$ cat src/rtl/seg_pkg.sv
// Shared constants, segment encodings and converter state type for the
// taxi-meter display back end.
package seg_pkg;

  localparam int unsigned DIGITS = 6;
  localparam int unsigned BIN_W  = 20;
  localparam int unsigned BCD_W  = 4 * DIGITS;
  localparam int unsigned SEG_W  = 8;
  localparam int unsigned IDX_W  = $clog2(DIGITS);

  localparam logic [BIN_W-1:0] PRICE_MAX = BIN_W'(999_999);

  // Active-low segment patterns: bit 7 = dp, bits 6..0 = g..a
  localparam logic [SEG_W-1:0] SEG_D0    = 8'hC0;
  localparam logic [SEG_W-1:0] SEG_D1    = 8'hF9;
  localparam logic [SEG_W-1:0] SEG_D2    = 8'hA4;
  localparam logic [SEG_W-1:0] SEG_D3    = 8'hB0;
  localparam logic [SEG_W-1:0] SEG_D4    = 8'h99;
  localparam logic [SEG_W-1:0] SEG_D5    = 8'h92;
  localparam logic [SEG_W-1:0] SEG_D6    = 8'h82;
  localparam logic [SEG_W-1:0] SEG_D7    = 8'hF8;
  localparam logic [SEG_W-1:0] SEG_D8    = 8'h80;
  localparam logic [SEG_W-1:0] SEG_D9    = 8'h90;
  localparam logic [SEG_W-1:0] SEG_BLANK = 8'hFF;
  localparam logic [SEG_W-1:0] SEG_MINUS = 8'hBF;

  typedef enum logic [1:0] {
    CONV_IDLE = 2'd0,
    CONV_RUN  = 2'd1,
    CONV_LOAD = 2'd2
  } conv_state_e;

  function automatic logic [SEG_W-1:0] seg_encode(input logic [3:0] digit);
    logic [SEG_W-1:0] pattern;
    case (digit)
      4'd0:    pattern = SEG_D0;
      4'd1:    pattern = SEG_D1;
      4'd2:    pattern = SEG_D2;
      4'd3:    pattern = SEG_D3;
      4'd4:    pattern = SEG_D4;
      4'd5:    pattern = SEG_D5;
      4'd6:    pattern = SEG_D6;
      4'd7:    pattern = SEG_D7;
      4'd8:    pattern = SEG_D8;
      4'd9:    pattern = SEG_D9;
      default: pattern = SEG_BLANK;
    endcase
    return pattern;
  endfunction

endpackage

$ cat src/rtl/bin2bcd_seq.sv
// Sequential double-dabble converter: one start pulse, 20 shift iterations,
// then a one-cycle done with the six-digit BCD result.
module bin2bcd_seq
  import seg_pkg::*;
(
  input  logic             clk,
  input  logic             rst_n,
  input  logic             start,
  input  logic [BIN_W-1:0] bin,
  output logic             busy,
  output logic             done,
  output logic [BCD_W-1:0] bcd
);

  localparam int unsigned SR_W   = BCD_W + BIN_W;
  localparam int unsigned ITER_W = $clog2(BIN_W + 1);

  conv_state_e      state_q, state_d;
  logic [SR_W-1:0]  sr_q, sr_d;
  logic [ITER_W-1:0] iter_q, iter_d;
  logic [BCD_W-1:0] adj_c;

  // Add-3 correction on every BCD nibble that would overflow after the shift
  always_comb begin
    adj_c = sr_q[SR_W-1 -: BCD_W];
    for (int i = 0; i < DIGITS; i++) begin
      if (sr_q[BIN_W + 4*i +: 4] >= 4'd5) begin
        adj_c[4*i +: 4] = sr_q[BIN_W + 4*i +: 4] + 4'd3;
      end
    end
  end

  always_ff @(posedge clk) begin
    if (!rst_n) begin
      state_q <= CONV_IDLE;
      sr_q    <= '0;
      iter_q  <= '0;
    end else begin
      state_q <= state_d;
      sr_q    <= sr_d;
      iter_q  <= iter_d;
    end
  end

  always_comb begin
    state_d = state_q;
    sr_d    = sr_q;
    iter_d  = iter_q;
    case (state_q)
      CONV_IDLE: begin
        if (start) begin
          sr_d    = {BCD_W'(0), bin};
          iter_d  = '0;
          state_d = CONV_RUN;
        end
      end
      CONV_RUN: begin
        sr_d   = SR_W'({adj_c, sr_q[BIN_W-1:0]} << 1);
        iter_d = iter_q + ITER_W'(1);
        if (iter_q == ITER_W'(BIN_W - 1)) begin
          state_d = CONV_LOAD;
        end
      end
      CONV_LOAD: begin
        state_d = CONV_IDLE;
      end
      default: begin
        state_d = CONV_IDLE;
      end
    endcase
  end

  assign busy = (state_q != CONV_IDLE);
  assign done = (state_q == CONV_LOAD);
  assign bcd  = sr_q[SR_W-1 -: BCD_W];

endmodule

$ cat src/rtl/seg_scan_driver.sv
// Taxi-meter display back end: price -> BCD conversion and 6-digit scan.
// Leading-zero blanking and minus sign are enabled with macro SEG_LZB_EN.
module seg_scan_driver
  import seg_pkg::*;
#(
  parameter int unsigned CNT_MAX = 49_999
)
(
  input  logic              sys_clk,
  input  logic              sys_rst_n,
  input  logic [BIN_W-1:0]  price,
  input  logic [DIGITS-1:0] point,
  input  logic              sign,
  input  logic              seg_en,
  output logic [DIGITS-1:0] sel,
  output logic [SEG_W-1:0]  seg
);

  localparam int unsigned CNT_W = (CNT_MAX > 0) ? $clog2(CNT_MAX + 1) : 1;

  logic [BIN_W-1:0]  price_clamped_c;
  logic              start_c;
  logic              conv_busy;
  logic              conv_done;
  logic [BCD_W-1:0]  conv_bcd;

  logic [BIN_W-1:0]  last_val_q, last_val_d;
  logic [BCD_W-1:0]  digit_q, digit_d;
  logic [DIGITS-1:0] point_q, point_d;
  logic              sign_q, sign_d;
  logic [CNT_W-1:0]  cnt_q, cnt_d;
  logic [IDX_W-1:0]  idx_q, idx_d;
  logic [DIGITS-1:0] sel_q, sel_d;
  logic [SEG_W-1:0]  seg_q, seg_d;

  logic [DIGITS-1:0] blank_c;
  logic [DIGITS-1:0] minus_c;
  logic [SEG_W-1:0]  cur_seg_c;

  assign price_clamped_c = (price > PRICE_MAX) ? PRICE_MAX : price;
  assign start_c         = !conv_busy && (price_clamped_c != last_val_q);

  bin2bcd_seq u_bin2bcd (
    .clk   (sys_clk),
    .rst_n (sys_rst_n),
    .start (start_c),
    .bin   (price_clamped_c),
    .busy  (conv_busy),
    .done  (conv_done),
    .bcd   (conv_bcd)
  );

`ifdef SEG_LZB_EN
  // A digit is blank when it and every digit above it is zero with no dp set
  always_comb begin
    logic zero_above;
    zero_above = 1'b1;
    blank_c    = '0;
    for (int i = DIGITS - 1; i > 0; i--) begin
      zero_above = zero_above && (digit_q[4*i +: 4] == 4'd0) && !point_q[i];
      blank_c[i] = zero_above;
    end
  end

  always_comb begin
    minus_c = '0;
    for (int i = 1; i < DIGITS; i++) begin
      minus_c[i] = sign_q && blank_c[i] && !blank_c[i-1];
    end
  end
`else
  logic sign_unused;
  assign sign_unused = sign_q;
  assign blank_c     = '0;
  assign minus_c     = '0;
`endif

  // Segment pattern for the digit currently being scanned
  always_comb begin
    logic [3:0] nib;
    logic       is_blank;
    logic       is_minus;
    logic       has_dp;
    nib      = '0;
    is_blank = 1'b0;
    is_minus = 1'b0;
    has_dp   = 1'b0;
    for (int i = 0; i < DIGITS; i++) begin
      if (idx_q == IDX_W'(i)) begin
        nib      = digit_q[4*i +: 4];
        is_blank = blank_c[i];
        is_minus = minus_c[i];
        has_dp   = point_q[i];
      end
    end
    if (is_minus) begin
      cur_seg_c = SEG_MINUS;
    end else if (is_blank) begin
      cur_seg_c = SEG_BLANK;
    end else begin
      cur_seg_c = seg_encode(nib);
    end
    if (has_dp) begin
      cur_seg_c[SEG_W-1] = 1'b0;
    end
  end

  always_ff @(posedge sys_clk) begin
    if (!sys_rst_n) begin
      last_val_q <= '0;
      digit_q    <= '0;
      point_q    <= '0;
      sign_q     <= 1'b0;
      cnt_q      <= '0;
      idx_q      <= '0;
      sel_q      <= '1;
      seg_q      <= SEG_BLANK;
    end else begin
      last_val_q <= last_val_d;
      digit_q    <= digit_d;
      point_q    <= point_d;
      sign_q     <= sign_d;
      cnt_q      <= cnt_d;
      idx_q      <= idx_d;
      sel_q      <= sel_d;
      seg_q      <= seg_d;
    end
  end

  always_comb begin
    last_val_d = last_val_q;
    digit_d    = digit_q;
    point_d    = point_q;
    sign_d     = sign_q;
    cnt_d      = cnt_q + CNT_W'(1);
    idx_d      = idx_q;
    sel_d      = '1;
    seg_d      = SEG_BLANK;

    if (start_c) begin
      last_val_d = price_clamped_c;
    end

    // Decorations are captured alongside the digits they belong to
    if (conv_done) begin
      digit_d = conv_bcd;
      point_d = point;
      sign_d  = sign;
    end

    if (cnt_q == CNT_W'(CNT_MAX)) begin
      cnt_d = '0;
      idx_d = (idx_q == IDX_W'(DIGITS - 1)) ? '0 : idx_q + IDX_W'(1);
    end

    if (seg_en) begin
      sel_d = ~(DIGITS'(1) << idx_q);
      seg_d = cur_seg_c;
    end
  end

  assign sel = sel_q;
  assign seg = seg_q;

endmodule
$ cat config.mk
export PLATFORM = sky130hd
export DESIGN_NAME = seg_scan_driver
export DESIGN_NICKNAME = d
export VERILOG_FILES = /design/src/rtl/seg_pkg.sv /design/src/rtl/bin2bcd_seq.sv /design/src/rtl/seg_scan_driver.sv
export SDC_FILE = /design/constraint.sdc
export NUM_CORES = 1
export LEC_CHECK = 0
export ABC_AREA = 1
export BUFFER_PORTS_ARGS = -buffer_cell sky130_fd_sc_hd__buf_4
export CORE_MARGIN = 2
export CORE_UTILIZATION = 40
export CTS_CLUSTER_DIAMETER = 100
export DETAILED_ROUTE_END_ITERATION = 8
export GPL_TIMING_DRIVEN = 0
export HOLD_SLACK_MARGIN = 0.15
export PLACE_DENSITY = 0.67
export SETUP_SLACK_MARGIN = 0.02
export SYNTH_ARGS = -nofsm -noshare
export SYNTH_HDL_FRONTEND = slang
export SYNTH_SLANG_ARGS = --single-unit
$ cat constraint.sdc
create_clock -name sys_clk -period 2.8 [get_ports sys_clk]
set_input_delay 0.14 -clock sys_clk [delete_from_list [all_inputs] [get_ports sys_clk]]
set_output_delay 0.14 -clock sys_clk [all_outputs]
set_load 0.02 [all_outputs]
==> summary.md <==
The run finished with clean final reports. From bottom edge to top edge, the die measures 133 um. The met1 usage in global routing is 0.241, and the power per cell area is 625 mW/mm^2. The global routing usage on met3 was 0.0433. The run gives 475 as the number of violations reported at the end of detailed-routing iteration 0. For this run, the top clock speed supported by timing is 398 MHz. The total global routing track utilization was 0.189. In this run the number of H-tree levels came out at 4. The layer flagged by global routing as most heavily used is met2. Data on the critical path is required at its endpoint by 3080 ps. The area growth from synthesis to layout is 22.1%.

The run gives 16200 um as the total routed wirelength. The logs give 0.00662 sq mm for the area of the mapped netlist and 1062 for the final net count. Counting every net in the synthesized netlist gives 984. After synthesis, the mean cell area works out to 7.08 sq um. No sink is reached through more buffers than the 2 on the longest clock path. Entering global routing, the biggest net connects 17 pins. For the count of TritonRoute iterations in the first routing pass, the log shows 5.

The warning count from the yosys run is 0, and the total clock sinks is 134. Clock-pin slew was measured on the worst setup and hold paths at 60 ps. In this run the post-CTS setup repair buffer count came out at 0. At the worst endpoint, the arrival time is 2800 ps. At the pin with the least slew margin, the transition time is 675 ps. Worst min-delay path category: in -> reg. The signal on the critical path passes through buf_2 -> nand2_1 -> inv_1 -> ha_1 -> inv_1 -> o211ai_1 -> o21ai_0 -> mux2i_1 -> inv_1 -> ha_1 -> inv_1 -> a21oi_1 -> o21ai_0 -> nand3_1.

After detailed placement, the design holds a cell count of 1196. The logs give 0.405 for the initial core utilization and 178 ps for the worst setup timing slack at the placement stage. The run gives 0 as the number of antenna diodes.

The final count of pins violating max slew was 0; the area share of the leading cell type in the synthesized netlist was 0.405. The via count of the first global-routing pass was 5866; the worst supply voltage drop on vdd was 0.513 mV. The first global-routing pass estimated 27500 um of wire.

TritonCTS built the clock tree. The global routing usage on met2 was 0.317. The analysis attributes to cell leakage a power of 3.23 nW. Count of non-filler cells in the finished layout: 1245. The count of buffers added on input and output ports is 42. Clock latency on the worst-skew pair, taken at its later pin, is 420 ps. The total chip power came out at 5.05 mW. The buffers plus inverters on the worst setup path came out at 5. Largest stage delay on the critical path: 370 ps.

The logs give 35 for the distinct cell type count after synthesis and 6300 for the overall via count from detail_route. The tools report the initial antenna violation count as 0. The worst-case register-to-register setup slack was 290 ps. On the critical path the largest part of the delay comes from buffers and inverters.

The number of standard-cell rows in the floorplan was 47. The routed design could run at a clock period as short as 2510 ps. Of all nets on the critical path, the largest fanout is 8. Among the stages of the critical path, the cell type that occurs most often is sky130_fd_sc_hd__inv_1. Setup slack on the critical path of the routed design comes to 287 ps. The number of I/O pins is 44. The worst setup path is captured at a register.

For the final cell utilization of the core, the log shows 0.494. The wire length per cell was 13.0 um; the worst clock skew was 7.83 ps. The worst-case headroom to the max-slew limit was 0.546; the number of max-cap violations was 0.

The startpoint kind of the worst setup timing path is a register. Once detailed placement completed, the half-perimeter wirelength came to 11300 um. The detailed-route vias per instance came out at 5.06. For the final routed database, the setup TNS stands at 0 ps. The floorplan die width was 133 um. The ratio of final minimum period to clock period is 0.897. The critical path is of the reg -> reg type.

Routability-driven placement finished with a final weighted congestion of 0.817. The cell with the largest stage delay on the worst path is sky130_fd_sc_hd__mux2i_1. Total clock buffers created by CTS: 17. Setup repair after global routing could not meet its margin everywhere. The library cell with the largest summed area after synthesis was sky130_fd_sc_hd__dfxtp_1. The tools report the area of the die as 0.0176 sq mm. Ranked by total cell area, the synthesized netlist is headed by sky130_fd_sc_hd__dfxtp_1 (41%), sky130_fd_sc_hd__nand2_1 (11%), sky130_fd_sc_hd__a21oi_1 (9.1%). The synthesized design contains 134 register bits. The number of instances in the synthesized netlist is 934, and the detailed-route DRC error count is 0.

Number of hold violations in the final report: 0. Remaining antenna violation count after routing: 0. Ratio of cells with drive above 1 in the final layout: 0.107. For this run the aggregate overflow at the end of global routing stands at 0. In this run the clock root is driven by a sky130_fd_sc_hd__clkbuf_16.

The total area inside the core boundary comes to 0.0163 sq mm. The logs give 0 for the number of setup violations in the final report and 0.405 for the sequential area share after synthesis.
## worst reg2reg max path: cells and delay by family, from the launching register on
family / cells / cell delay [ps]
adder cells (fa/ha/maj): 2 / 500
flip-flops: 1 / 310
multiplexers: 1 / 370
AO/OA/AOI/OAI: 4 / 480
AND/OR/NAND/NOR: 2 / 160
buffers and inverters: 5 / 560
## power breakdown
group / internal, mW / switching [mW]
registers: 1.96 / 0.0308
clock network: 1.80 / 0.839
logic: 0.157 / 0.255
total: 3.92 / 1.13
## path summary, 6_finish.rpt
kind                   from              to  cells past startpoint
setup reg to reg   idx_q[1]          seg[6]                     14
hold / removal    price[15]  last_val_q[15]                      5
setup / recovery   idx_q[1]          seg[6]                     14
hold reg to reg    cnt_q[0]        cnt_q[0]                      1
## routing by layer
layer / vias to the layer above / share of wire
li1: 3276 / -
met1: 2876 / 0.48
met2: 123 / 0.47
met3: 25 / 0.035
met4: 0 / 0.017
met5: - / 0
## cells in the final DEF, fill, tap and decap left out, types with 2 or more instances in the layout
cell type	instances
sky130_fd_sc_hd__a21oi_1	120
sky130_fd_sc_hd__buf_2	6
sky130_fd_sc_hd__buf_4	42
sky130_fd_sc_hd__buf_6	9
sky130_fd_sc_hd__bufinv_16	7
sky130_fd_sc_hd__clkbuf_1	33
sky130_fd_sc_hd__clkbuf_16	17
sky130_fd_sc_hd__clkbuf_8	2
sky130_fd_sc_hd__clkinv_2	2
sky130_fd_sc_hd__clkinvlp_4	4
sky130_fd_sc_hd__dfxtp_1	134
sky130_fd_sc_hd__dlygate4sd3_1	17
sky130_fd_sc_hd__ha_1	20
sky130_fd_sc_hd__inv_1	96
sky130_fd_sc_hd__inv_2	3
sky130_fd_sc_hd__nand2_1	195
sky130_fd_sc_hd__nand2_2	3
sky130_fd_sc_hd__nand3_1	99
sky130_fd_sc_hd__nand3_2	10
sky130_fd_sc_hd__nand4_1	29
sky130_fd_sc_hd__nor2_1	54
sky130_fd_sc_hd__nor3_1	8
sky130_fd_sc_hd__nor3b_1	3
sky130_fd_sc_hd__nor4_1	2
sky130_fd_sc_hd__o211ai_1	4
sky130_fd_sc_hd__o21ai_0	75
sky130_fd_sc_hd__o21ai_1	5
sky130_fd_sc_hd__xnor2_1	2
sky130_fd_sc_hd__xor2_1	11
## what timing repair did
| item | in CTS | in global routing |
|---|---|---|
| hold endpoints to repair | 24 | 0 |
| hold buffers | 17 | 0 |
| gates resized for setup | 0 | 1 |
| setup endpoints to repair | 0 | 7 |
## state kept, by name, indices dropped and copies added (netlist names)
signal             count
u_bin2bcd.iter_q       5
point_q                6
sel                    6
digit_q               24
idx_q                  3
seg                    8
last_val_q            20
cnt_q                 16
u_bin2bcd.sr_q        44
u_bin2bcd.state_q      2
## synthesized netlist by cell type (all sizes together)
cell / count
nor4: 2
nor3: 9
dfxtp: 134
clkinv: 1
nand2: 199
a311oi: 1
xnor2: 2
a22oi: 1
nand4: 29
clkbuf: 33
o2111ai: 1
a21oi: 120
nor3b: 3
ha: 20
a31oi: 1
or2: 1
mux2i: 1
nand3: 109
o41ai: 1
buf: 15
xor2: 11
inv: 99
nand3b: 1
o211ai: 4
nor2: 56
o21ai: 80
## cell type report
class | count | area (sq um)
Fill cell | 1617 | 8270
Tap cell | 220 | 275
Inverter | 100 | 375
Clock buffer | 19 | 453
Buffer | 48 | 255
Sequential cell | 134 | 2680
Timing Repair Buffer | 59 | 485
Multi-Input combinational cell | 652 | 3300
Clock inverter | 13 | 250
## metrics by stage
step / instance area [sq um] / hold WS (ps)
after floorplan: 6620 / 307
after global placement: 7210 / 406
after detailed placement: 7210 / 404
after CTS: 8080 / 164
after global routing: 8080 / 177
final: 8080 / 182
## cells by family (layout without fill, tap and decap cells)
| kind of cell | count (synthesis) | after routing | synth area share |
|---|---|---|---|
| flip-flops | 134 | 134 | 0.405 |
| buffers and inverters | 148 | 239 | 0.0953 |
| AO/OA/AOI/OAI | 209 | 209 | 0.162 |
| adder cells (fa/ha/maj) | 20 | 20 | 0.0378 |
| multiplexers | 1 | 1 | 0.00151 |
| AND/OR/NAND/NOR | 409 | 409 | 0.281 |
| XOR/XNOR | 13 | 13 | 0.0172 |
No activity file was read; power rests on OpenSTA's default activity.
